**config.mk**
```make
export PLATFORM = sky130hd
export DESIGN_NAME = ysyx_22050612_wbu
export DESIGN_NICKNAME = d
export VERILOG_FILES = /design/src/rtl/ysyx_22050612_wbu.sv
export SDC_FILE = /design/constraint.sdc
export NUM_CORES = 1
export LEC_CHECK = 0
export ABC_AREA = 0
export BUFFER_PORTS_ARGS = -buffer_cell sky130_fd_sc_hd__buf_4
export CAP_MARGIN = 20
export CORE_AREA = 2 2 135 137
export DETAILED_ROUTE_END_ITERATION = 7
export DIE_AREA = 0 0 137 139
export PLACE_DENSITY = 0.56
export SYNTH_ARGS = -nofsm -noshare
export SYNTH_HDL_FRONTEND = slang
export SYNTH_SLANG_ARGS = --single-unit
```
**constraint.sdc**
```tcl
create_clock -name clk -period 2.7 [get_ports clk]
set_input_delay 0.27 -clock clk [delete_from_list [all_inputs] [get_ports clk]]
set_output_delay 0.27 -clock clk [all_outputs]
set_load 0.01 [all_outputs]
```
**src/rtl/ysyx_22050612_wbu.sv**
```systemverilog
// Write-back unit: arbitrates EXU/LSU results into one register-file write port with operand bypass.
// Optional feature macro: YSYX_22050612_WBU_COMMIT_CNT_EN enables the 64-bit commit counter.
//
// state | meaning
// IDLE  | no register-file write this cycle (rf_wen=0)
// WRITE | write of the request accepted last cycle in progress (rf_wen=1)

module ysyx_22050612_wbu #(
   parameter int ADDR_WIDTH = 5,
   parameter int DATA_WIDTH = 64
) (
   input  logic                  clk,
   input  logic                  rst,
   input  logic                  exu_valid,
   output logic                  exu_ready,
   input  logic                  exu_wen,
   input  logic [ADDR_WIDTH-1:0] exu_rd,
   input  logic [DATA_WIDTH-1:0] exu_data,
   input  logic                  lsu_valid,
   output logic                  lsu_ready,
   input  logic                  lsu_wen,
   input  logic [ADDR_WIDTH-1:0] lsu_rd,
   input  logic [DATA_WIDTH-1:0] lsu_data,
   input  logic [2:0]            lsu_funct3,
   output logic                  rf_wen,
   output logic [ADDR_WIDTH-1:0] rf_waddr,
   output logic [DATA_WIDTH-1:0] rf_wdata,
   input  logic [ADDR_WIDTH-1:0] q_rs,
   output logic                  q_hit,
   output logic [DATA_WIDTH-1:0] q_data,
   output logic [63:0]           commit_cnt
);

   typedef enum logic {
      IDLE  = 1'b0,
      WRITE = 1'b1
   } state_t;

   state_t                  state;
   state_t                  state_nxt;
   logic                    lsu_fire;
   logic                    exu_fire;
   logic                    fire;
   logic                    sel_wen;
   logic [ADDR_WIDTH-1:0]   sel_rd;
   logic [DATA_WIDTH-1:0]   sel_data;
   logic [DATA_WIDTH-1:0]   lsu_ext;

   // LSU always wins; EXU simply holds its request while LSU is valid.
   assign lsu_ready = ~rst;
   assign exu_ready = ~rst & ~lsu_valid;
   assign lsu_fire  = lsu_valid & lsu_ready;
   assign exu_fire  = exu_valid & exu_ready;
   assign fire      = lsu_fire | exu_fire;

   always_comb begin
      lsu_ext = lsu_data;
      case (lsu_funct3)
         3'b000:  lsu_ext = {{(DATA_WIDTH-8){lsu_data[7]}},   lsu_data[7:0]};
         3'b001:  lsu_ext = {{(DATA_WIDTH-16){lsu_data[15]}}, lsu_data[15:0]};
         3'b010:  lsu_ext = {{(DATA_WIDTH-32){lsu_data[31]}}, lsu_data[31:0]};
         3'b100:  lsu_ext = {{(DATA_WIDTH-8){1'b0}},          lsu_data[7:0]};
         3'b101:  lsu_ext = {{(DATA_WIDTH-16){1'b0}},         lsu_data[15:0]};
         3'b110:  lsu_ext = {{(DATA_WIDTH-32){1'b0}},         lsu_data[31:0]};
         default: lsu_ext = lsu_data;
      endcase
   end

   always_comb begin
      sel_wen  = exu_wen;
      sel_rd   = exu_rd;
      sel_data = exu_data;
      if (lsu_fire) begin
         sel_wen  = lsu_wen;
         sel_rd   = lsu_rd;
         sel_data = lsu_ext;
      end
   end

   always_ff @(posedge clk or posedge rst) begin
      if (rst) begin
         state <= IDLE;
      end else begin
         state <= state_nxt;
      end
   end

   // x0 writes are accepted and counted but never raise rf_wen.
   always_comb begin
      state_nxt = IDLE;
      rf_wen    = 1'b0;
      if (fire && sel_wen && (sel_rd != '0)) begin
         state_nxt = WRITE;
      end
      if (state == WRITE) begin
         rf_wen = 1'b1;
      end
   end

   always_ff @(posedge clk or posedge rst) begin
      if (rst) begin
         rf_waddr <= '0;
         rf_wdata <= '0;
      end else if (fire) begin
         rf_waddr <= sel_rd;
         rf_wdata <= sel_data;
      end
   end

   assign q_hit  = rf_wen & (rf_waddr == q_rs) & (q_rs != '0);
   assign q_data = q_hit ? rf_wdata : '0;

`ifdef YSYX_22050612_WBU_COMMIT_CNT_EN
   logic [63:0] cnt;

   always_ff @(posedge clk or posedge rst) begin
      if (rst) begin
         cnt <= '0;
      end else if (fire) begin
         cnt <= cnt + 64'd1;
      end
   end

   assign commit_cnt = cnt;
`else
   assign commit_cnt = '0;
`endif

endmodule

```
Yosys cells after proc, flatten, opt, wreduce, memory -nomap -nowiden
Cells that the tools add are included.

word-level totals
  register bits = 70
  input bits = 152
  output and inout port bits = 201

cells by class
  reductions and logical operators = 5
  bitwise operators = 8
  muxes and demuxes = 7
  equal/unequal tests = 6

operator list
  operator                                        count
  one-hot mux 64 bit (6 select lines)             1
  two-way mux 64 bit                              2
  nonzero test 5 bit                              2
  == test 3 bit (second input constant)           3
  bitwise AND 1 bit                               5
  == test 5 bit                                   1
  two-way mux 5 bit                               1
  == test 3 x 1 -> 1 bit (second input constant)  1
  == test 3 x 2 -> 1 bit (second input constant)  1
  zero test 3 bit                                 1
  two-way mux 1 bit                               3
  logical AND 1 bit                               2
  inverter 1 bit                                  2
  bitwise OR 1 bit                                1

Logic depth before layout (Yosys ltp)
Gate-level depths: netlist (run 1).

  depth in word-level cells = 7
  mapped depth = 7

Worst setup path before layout (run 1)
OpenSTA, ideal clock, no wires.

  path type = input-to-output
  start = in rst
  end = out lsu_ready
  setup slack = 284 ps
  buffers on the path = 2
  arrival time = 2146 ps
  stages on the path = 3
  cells stage by stage = buf_2 -> buf_1 -> inv_1

between the ends
  cells in the longest elaborated chain, start to end = 1

ends and longest elaborated chain
  element             line  source
  start: declaration  13    input logic rst,
  inverter 1 bit      50    assign lsu_ready = ~rst;
  end: declaration    20    output logic lsu_ready,

No other way between the ends.

Worst setup path in the final report (run 1)
  start = reg rf_waddr[1]
  end = out q_data[29]

between the ends
  cells in the longest elaborated chain, start to end = 4

ends and longest elaborated chain
  element                         line  source
  start: declaration              26    output logic [ADDR_WIDTH-1:0] rf_waddr,
  start signal: assignment        105   rf_waddr <= sel_rd;
  == test 5 bit                   110   assign q_hit = rf_wen & (rf_waddr == q_rs) & (q_rs != '0);
  bitwise AND 1 bit (2 in a row)  110
  two-way mux 64 bit              111   assign q_data = q_hit ? rf_wdata : '0;
  end: declaration                30    output logic [DATA_WIDTH-1:0] q_data,

No other way between the ends.

==> key figures, run 1 <==
STA
  • Tmin final: 2150 ps
  • Final Worst Setup Slack: 553 ps
  • Worst clock skew: 0 ps
  • RSZ-0062 raised after global routing: no
  • Final setup violation count: 0
  • Final hold vios: 0
  • Peak Freq: 0.466 GHz
  • Worst Tran Pin Value: 938 ps
  • Setup TNS: 0 ps
  • Final worst path period share: 79.5%
  • Slew headroom: 37.5%
  • Pins Over Slew Limit: 0

Detailed routing
  • Number of iterations in the first detailed-routing pass: 5
  • Post-DRT Antenna Nets: 0
  • Residual DRC: 0
  • Final wirelength: 20.2 mm
  • DR iter-0 viols: 334
  • Vias: 5441
  • Vias/cell: 5.16
  • WL per Instance: 19.1 um

Placed design
  • Pre-CTS WS: 649 ps
  • PortBufs: 288
  • RD Place Congestion: 0.763
  • Placed Area: 7180 um^2
  • Detailed placement HPWL: 14.5 mm

Floorplanning
  • Die area: 19000 um^2
  • Die X: 137 um
  • Die Ht: 139 um
  • Cell Rows: 49
  • Starting Density: 28.9%
  • I/O pin total: 353
  • Core Box Area: 17700 um^2

Worst setup path
  • Crit end category: output port
  • Crit path DAT: 1880 ps
  • Critical path fanouts, max: 39
  • Startpoint type of the worst setup path: register
  • Req. time, crit path: 2430 ps
  • Setup CP Type: reg -> out

Clock network
  • Clock Tree Root: clkbuf_16
  • Clock slew at reported path FFs: 60 ps
  • H-tree depth: 3
  • Clock Sink Count: 70
  • Inserted Clock Buffers: 9
  • Post CTS Setup Buffer Count: 0
  • Clock latency on the worst-skew pair: 330 ps
  • TritonCTS clock tree: yes
  • Post-CTS Resized: 0
  • CTS Buffer Depth: 2
  • Hold buffers post-CTS: 0

Synthesis
  • Area share of the largest cell type after synthesis: 34.3%
  • Largest cells by area after synthesis: dfrtp_1, nor4b_1, buf_4
  • Synth cell types: 37
  • Synth Instances: 580
  • Post-Syn Area per Cell: 8.81 um^2
  • Post-synth EDFFs: 0
  • Yosys warnings: 0
  • Seq/Total Area, Yosys: 34.3%
  • Async SR Flop Fraction: 100%
  • Synth Cell Area: 5110 um^2
  • Top-count cell post-synth: dfrtp_1
  • Yosys reg bits: 70
  • Synth top cells by count: dfrtp_1, buf_4, nor4b_1
  • Top FF cell, synth: dfrtp_1
  • Cell taking the most area after synthesis: dfrtp_1

Final layout
  • Antenna fix cells: 0
  • Share of layout cells above drive strength 1: 40.5%
  • Finished Cell Area: 7450 um^2
  • Layout overhead on the synthesized area: 45.8%
  • Post-layout net count: 972
  • Fin util: 42.2%

Global routing
  • Total track usage: 20.3%
  • Largest net degree at the start of global routing: 71
  • First-pass GRT wire length: 30.3 mm
  • Initial antenna violation count: 0
  • Grt ovf: 0
  • Vias in the first global route: 5225

Worst hold path
  • Hold WC Path Type: in -> reg

Pwr
  • Pwr Density: 474 nW/um^2
  • Lkg Pwr: 3.49 nW
  • Max VDD drop: 0.272 mV
  • Total Power: 3.53 mW

Outcome
  • Status: completed

Job
  • Maxcap violations: 0
## metrics by stage
stage	std cells	hold slack, ps
2_1_floorplan	643	409
3_3_place_gp	1038	491
3_5_place_dp	1038	494
4_1_cts	1054	153
5_1_grt	1054	167
6_report	1054	163
## cell usage in the layout, fill, tap and decap left out, types with 2 or more instances in the layout
cell and count:
buf_4 302, dfrtp_1 70, conb_1 64, nor4b_1 63
nand2_1 53, o31ai_1 39, a22oi_1 32, a21oi_1 32
and3_1 32, o21ai_0 29, a2111oi_0 29, mux2i_1 13
nor2_1 9, clkbuf_16 9, a211oi_1 8, xnor2_1 4
a2111oi_2 3, or4_1 3, clkbuf_1 3, buf_12 3
inv_1 2, o211ai_1 2, clkinv_2 2, clkinvlp_4 2
## routing by layer
| layer | part of all wire, % | vias to the layer above | global-route usage (%) |
|---|---|---|---|
| li1 | - | 2539 | - |
| met1 | 43 | 2602 | 27.5 |
| met2 | 47 | 277 | 32.7 |
| met3 | 8.1 | 23 | 3.76 |
| met4 | 1.7 | 0 | 6.13 |
| met5 | 0 | - | 0 |
## worst max-delay path, stage by stage, from the launching register on
cell     delay [ps]
dfrtp_1         410
xnor2_1         220
nand2_2          90
buf_4           260
nor4b_1         360
buf_4           180
## registers in the layout (all words and copies together) (netlist names)
register,flops
rf_waddr,5
rf_wdata,64
state,1
## layout make-up
cell class,instances,area [um^2]
Timing Repair Buffer,305,2330
Multi-Input combinational cell,431,2800
Tap cell,229,287
Sequential cell,70,1750
Clock inverter,3,20.0
Clock buffer,13,250
Fill cell,1810,10200
Inverter,3,12.5
## worst paths after layout
kind,start,to,slack [ps],cells past startpoint
min in group asynchronous,rst,rf_wdata[8],420,3
max in group asynchronous,rst,rf_wdata[52],1690,3
worst max register to register,rf_wdata[15],rf_wdata[15],1870,2
worst min-delay path,exu_data[29],rf_wdata[29],160,3
worst min register to register,rf_wdata[39],rf_wdata[39],500,2
worst max-delay path,rf_waddr[1],q_data[29],550,5
## kinds of logic (layout without fill, tap and decap cells)
group,count (synthesis),in the layout,share of synthesized area (%)
compound gates,177,177,24.1
simple gates,172,172,21.6
buf+inv,142,324,16.3
flops,70,70,34.3
mux,14,14,2.84
xor+xnor,4,4,0.686
other cells,1,64,0.0734
## where the power goes
group / leakage, nW / switching, mW / internal (mW)
clock network: 0.126 / 0.462 / 0.647
logic: 2.51 / 0.584 / 0.517
registers: 0.848 / 0.128 / 1.19
No activity file was read; power rests on OpenSTA's default activity.
==> run 2, diff against run 1 <==
==> constraint.sdc (replaced) <==
create_clock -name clk -period 1.99 [get_ports clk]
set_input_delay 0.199 -clock clk [delete_from_list [all_inputs] [get_ports clk]]
set_output_delay 0.199 -clock clk [all_outputs]
set_load 0.01 [all_outputs]
==> key figures, run 2 (synthesis gave the netlist of run 1 again) <==
STA
  • Slew headroom: 57.3%
  • Final setup violation count: 40
  • Peak Freq: 0.487 GHz
  • Worst hold slack: 82.0 ps
  • Final Worst Setup Slack: -62.1 ps
  • Setup TNS: -820 ps
  • Pins Over Slew Limit: 0
  • Worst Tran Pin Value: 624 ps
  • Final worst path period share: 103%
  • Final hold vios: 0
  • RSZ-0062 raised after global routing: yes
  • Tmin final: 2050 ps
  • Worst clock skew: 0 ps

Final layout
  • Post-layout net count: 997
  • Antenna fix cells: 0
  • Share of layout cells above drive strength 1: 50.6%
  • Storage cell area: 1750 um^2
  • Commonest non-fill, non-tap cell in the layout: buf_4
  • Layout overhead on the synthesized area: 65.5%
  • Finished Cell Area: 8460 um^2
  • Area occupied by multi-input gates: 3420 um^2
  • Finished Layout Cells: 1079
  • Max reg flops: 64
  • Most frequent cells in the layout: buf_4, dfrtp_1, conb_1
  • Top Registers: rf_wdata x64, rf_waddr x5, state x1
  • FILL cells: 1739
  • Biggest register: rf_wdata

Pwr
  • Pwr Density: 637 nW/um^2
  • Lkg Pwr: 3.93 nW
  • Max VDD drop: 0.382 mV

Floorplanning
  • Starting Density: 28.9%
  • I/O pin total: 353
  • Core Box Area: 17700 um^2
  • Cell Rows: 49
  • Die area: 19000 um^2
  • Die Ht: 139 um
  • Die X: 137 um

Clock network
  • Clock Sink Count: 70
  • Hold buffers post-CTS: 0
  • H-tree depth: 3
  • Inserted Clock Buffers: 9
  • CTS Buffer Depth: 2
  • TritonCTS clock tree: yes
  • Clock Tree Root: clkbuf_16
  • Clock slew at reported path FFs: 60 ps
  • Clock latency on the worst-skew pair: 340 ps

Placed design
  • PortBufs: 288
  • Placed Area: 7340 um^2
  • DP Cell Count: 1052
  • RD Place Congestion: 0.853
  • Detailed placement HPWL: 15.3 mm

Worst setup path
  • CP Cell Sequence: xnor2_2 -> nand3_4 -> buf_12 -> clkbuf_16 -> nor4b_2 -> buf_4
  • Setup CP Type: reg -> out
  • Crit path buf inv count: 3
  • Crit end category: output port
  • Req. time, crit path: 1790 ps
  • CP max stage cell: dfrtp_1
  • Startpoint type of the worst setup path: register
  • R2R depth: 2
  • CP top delay family: buffers and inverters
  • Crit path DAT: 1850 ps
  • Critical path fanouts, max: 7
  • WP depth: 6
  • CP max stage delay: 420 ps

Global routing
  • Largest net degree at the start of global routing: 58
  • Total track usage: 21.3%
  • Vias in the first global route: 5266
  • Grt ovf: 0
  • Met1 Track Usage GR: 27.2%
  • Met3 usage: 5.30%
  • M2 GR Usage: 34.7%
  • First-pass GRT wire length: 31.3 mm
  • Initial antenna violation count: 0
  • Gr busiest metal: met2

Outcome
  • Failing checks: setup timing
  • Status: finished, violations left

Detailed routing
  • Vias/cell: 5.18
  • Vias: 5593
  • WL per Instance: 21.4 um
  • Residual DRC: 0
  • Number of iterations in the first detailed-routing pass: 4
  • Final wirelength: 23.1 mm
  • Post-DRT Antenna Nets: 0
  • DR iter-0 viols: 273

Job
  • Maxcap violations: 0

Worst hold path
  • Hold WC Path Type: in -> reg
  • Hold depth: 3
[run 2: timing repair]
| item | 4_1_cts | 5_1_grt |
|---|---|---|
| endpoints found under the setup margin | 59 | 64 |
| pin swaps | 0 | 4 |
| cloned | 0 | 7 |
| buffers inserted | 0 | 4 |
| resized for setup | 29 | 67 |
[run 2: path summary, 6_finish.rpt]
check / endpoint / slack, ps / start
min in group asynchronous: rf_wdata[11] / 180 / rst
setup / recovery: q_data[7] / -60 / rf_waddr[2]
setup reg to reg: rf_wdata[18] / 1170 / rf_wdata[18]
hold / removal: rf_wdata[30] / 80 / exu_data[30]
max in group asynchronous: rf_wdata[33] / 1480 / rst
hold reg to reg: rf_wdata[14] / 510 / rf_wdata[14]
[run 2: metrics by stage]
step           power [mW]  util (%)  worst slack [ps]
4_1_cts              5.11      44.3             -39.0
3_5_place_dp         3.38      41.6               207
5_1_grt              5.65      47.9              -143
6_report             5.38      47.9             -62.1
3_3_place_gp         3.38      41.6               184
2_1_floorplan        2.63         -              45.2
[run 2: final cells by class]
| class | count | area share, % |
|---|---|---|
| clock buffers | 11 | 2.87 |
| clock inverters | 5 | 0.695 |
| inverters | 3 | 0.178 |
| multi-input cells | 431 | 40.4 |
| flip-flops and latches | 70 | 20.7 |
| well taps | 229 | 3.39 |
| repair buffers | 330 | 31.7 |
[run 2: per-layer routing]
layer / wire length [um] / part of all wire (%)
met5: 0 / 0
met4: 545 / 2.4
met3: 1770 / 7.7
met2: 11200 / 48
met1: 9580 / 42
[run 2: worst reg2reg max path: stages, from the launching register on]
cell and delay [ps]:
dfrtp_1 400, a22oi_1 180, o21ai_0 120
[run 2: where the power goes]
| part | total [mW] | switching [mW] | internal, mW | leakage (nW) |
|---|---|---|---|---|
| clock network | 1.66 | 0.654 | 1.00 | 0.142 |
| logic | 1.92 | 1.02 | 0.897 | 2.94 |
| registers | 1.80 | 0.189 | 1.61 | 0.848 |
==> run 3, diff against run 2 <==
--- a/config.mk
+++ b/config.mk
@@ -8,10 +8,13 @@
 export ABC_AREA = 0
 export BUFFER_PORTS_ARGS = -buffer_cell sky130_fd_sc_hd__buf_4
 export CAP_MARGIN = 20
-export CORE_AREA = 2 2 135 137
+export CELL_PAD_IN_SITES_DETAIL_PLACEMENT = 1
+export CELL_PAD_IN_SITES_GLOBAL_PLACEMENT = 1
+export CORE_ASPECT_RATIO = 0.5
+export CORE_MARGIN = 2
+export CORE_UTILIZATION = 29
 export DETAILED_ROUTE_END_ITERATION = 7
-export DIE_AREA = 0 0 137 139
-export PLACE_DENSITY = 0.56
+export PLACE_DENSITY = 0.78
 export SYNTH_ARGS = -nofsm -noshare
 export SYNTH_HDL_FRONTEND = slang
 export SYNTH_SLANG_ARGS = --single-unit
==> constraint.sdc (replaced) <==
create_clock -name clk -period 1.98 [get_ports clk]
set_input_delay 0.198 -clock clk [delete_from_list [all_inputs] [get_ports clk]]
set_output_delay 0.198 -clock clk [all_outputs]
set_load 0.01 [all_outputs]
==> key figures, run 3 (synthesis gave the netlist of run 1 again) <==
Pwr
  • Psw: 2.08 mW
  • Logic pwr share: 38.9%
  • Pwr Density: 657 nW/um^2
  • Switching part of the total: 34.4%
  • Reg power frac: 30.3%
  • Internal power: 3.97 mW
  • Total Power: 6.05 mW
  • Max VDD drop: 0.447 mV
  • Lkg Pwr: 4.46 nW
  • Power share of the clock group: 30.8%

Global routing
  • Largest net degree at the start of global routing: 71
  • Total track usage: 25.6%
  • Initial antenna violation count: 0
  • Vias in the first global route: 6184
  • First-pass GRT wire length: 37.2 mm
  • Grt ovf: 0

Floorplanning
  • I/O pin total: 353
  • Starting Density: 29.5%
  • Die X: 192 um
  • Die area: 18800 um^2
  • Cell Rows: 34
  • Core Box Area: 17300 um^2
  • Die Ht: 97.9 um

STA
  • Final hold vios: 0
  • Worst Tran Pin Value: 745 ps
  • Slew headroom: 50.4%
  • Final worst path period share: 108%
  • Peak Freq: 0.468 GHz
  • Worst clock skew: 0 ps
  • Final setup violation count: 65
  • Final Worst Setup Slack: -158 ps
  • Tmin final: 2140 ps
  • Pins Over Slew Limit: 0
  • RSZ-0062 raised after global routing: yes
  • Worst hold slack: 103 ps

Final layout
  • Top Registers: rf_wdata x64, rf_waddr x5, state x1
  • Max reg flops: 64
  • Finished Cell Area: 9220 um^2
  • Finished Layout Cells: 1102
  • Commonest non-fill, non-tap cell in the layout: buf_4
  • Antenna fix cells: 0
  • Post-layout net count: 1015
  • Biggest register: rf_wdata
  • Share of layout cells above drive strength 1: 51.8%
  • Most frequent cells in the layout: buf_4, dfrtp_1, conb_1
  • Layout overhead on the synthesized area: 80.5%

Placed design
  • Pre-CTS WS: 47.2 ps
  • DP Cell Count: 1052
  • PortBufs: 288
  • RD Place Congestion: 0.848
  • Detailed placement HPWL: 15.8 mm
  • Placed Area: 7310 um^2

Worst hold path
  • Hold_sp: exu_data[22]
  • Hold depth: 3
  • Hold WC Path Type: in -> reg
  • Worst hold endpoint: rf_wdata[22]

Detailed routing
  • WL per Instance: 24.5 um
  • Vias: 6066
  • Number of iterations in the first detailed-routing pass: 4
  • Final wirelength: 27.0 mm
  • Residual DRC: 0
  • Post-DRT Antenna Nets: 0
  • Top Metal Used: met4
  • Met1 Wirelength: 10.8 mm
  • Met3 WL: 1.28 mm
  • DR iter-0 viols: 301
  • Met2 WL: 13.8 mm
  • Vias/cell: 5.50

Worst setup path
  • Crit end category: output port
  • R2r endpoint: rf_waddr[3]
  • R2R depth: 4
  • Req. time, crit path: 1780 ps
  • Critical R2R Launch: rf_waddr[3]
  • Startpoint type of the worst setup path: register
  • R2r setup slk: 1030 ps
  • Crit path DAT: 1940 ps
  • Setup CP Type: reg -> out
  • Critical path fanouts, max: 7

Clock network
  • Hold buffers post-CTS: 0
  • CTS Buffer Depth: 2
  • Clock Sink Count: 70
  • Clock slew at reported path FFs: 70 ps
  • Clock Tree Root: clkbuf_16
  • TritonCTS clock tree: yes
  • Inserted Clock Buffers: 9
  • Clock latency on the worst-skew pair: 320 ps
  • H-tree depth: 3

Outcome
  • Status: finished, violations left
  • Failing checks: setup timing

Job
  • Maxcap violations: 0
==> run 3: changes by cell type in the layout (fill, tap and decap cells not counted), sizes merged <==
cell	delta
clkbuf	-1
buf	+18
clkinv	-1
bufinv	+2
==> run 3: through the flow <==
| stage | TNS, ps | utilization [%] |
|---|---|---|
| final | -5060 | 53.2 |
| after global routing | -9390 | 53.2 |
| after CTS | -2720 | 50.1 |
| after detailed placement | 0 | 42.2 |
| after global placement | 0 | 42.2 |
| after floorplan | 0 | - |
==> run 3: worst max path at each step <==
stage,from,end,slack [ps],cells past startpoint
floorplan,rst,lsu_ready,40,3
global placement,lsu_funct3[1],rf_wdata[42],120,4
detailed placement,lsu_funct3[1],rf_wdata[41],50,4
CTS,rf_waddr[3],q_data[19],-60,6
global route,rf_waddr[3],q_data[40],-240,6
finish,rf_waddr[3],q_data[40],-160,6
==> run 3: power groups by stage <==
stage	sequential (mW)	combinational (mW)	clock (mW)
after CTS	1.81	2.04	1.90
after detailed placement	1.83	1.58	0
after global routing	1.85	2.47	1.96
after global placement	1.82	1.53	0
after floorplan	1.86	0.781	0
final	1.83	2.36	1.86
==> run 3: per-layer routing <==
layer	global-route usage (%)	vias to the layer above
li1	-	2639
met1	31.3	3073
met2	44.9	279
met3	4.31	75
met4	10.5	0
met5	0	-
==> run 3: worst max-delay path, stage by stage (launching register included) <==
cell	delay, ps
dfrtp_1	420
xnor2_2	230
nand3_4	150
buf_12	190
buf_6	170
nor4b_4	270
buf_4	170
==> run 3: final cells by class <==
cell class                      instances  area, um^2
Clock buffer                           10         229
Clock inverter                          6         110
Inverter                                3        15.0
Timing Repair Buffer                  348        3060
Tap cell                              234         293
Fill cell                            1910        8100
Multi-Input combinational cell        431        3760
Sequential cell                        70        1750
==> run 3: what timing repair did <==
| item | CTS | global route |
|---|---|---|
| cloned | 6 | 4 |
| buffers inserted | 10 | 14 |
| hold endpoints to repair | 0 | 0 |
| pin swaps | 7 | 3 |
| endpoints found under the setup margin | 54 | 65 |
| resized for setup | 118 | 48 |
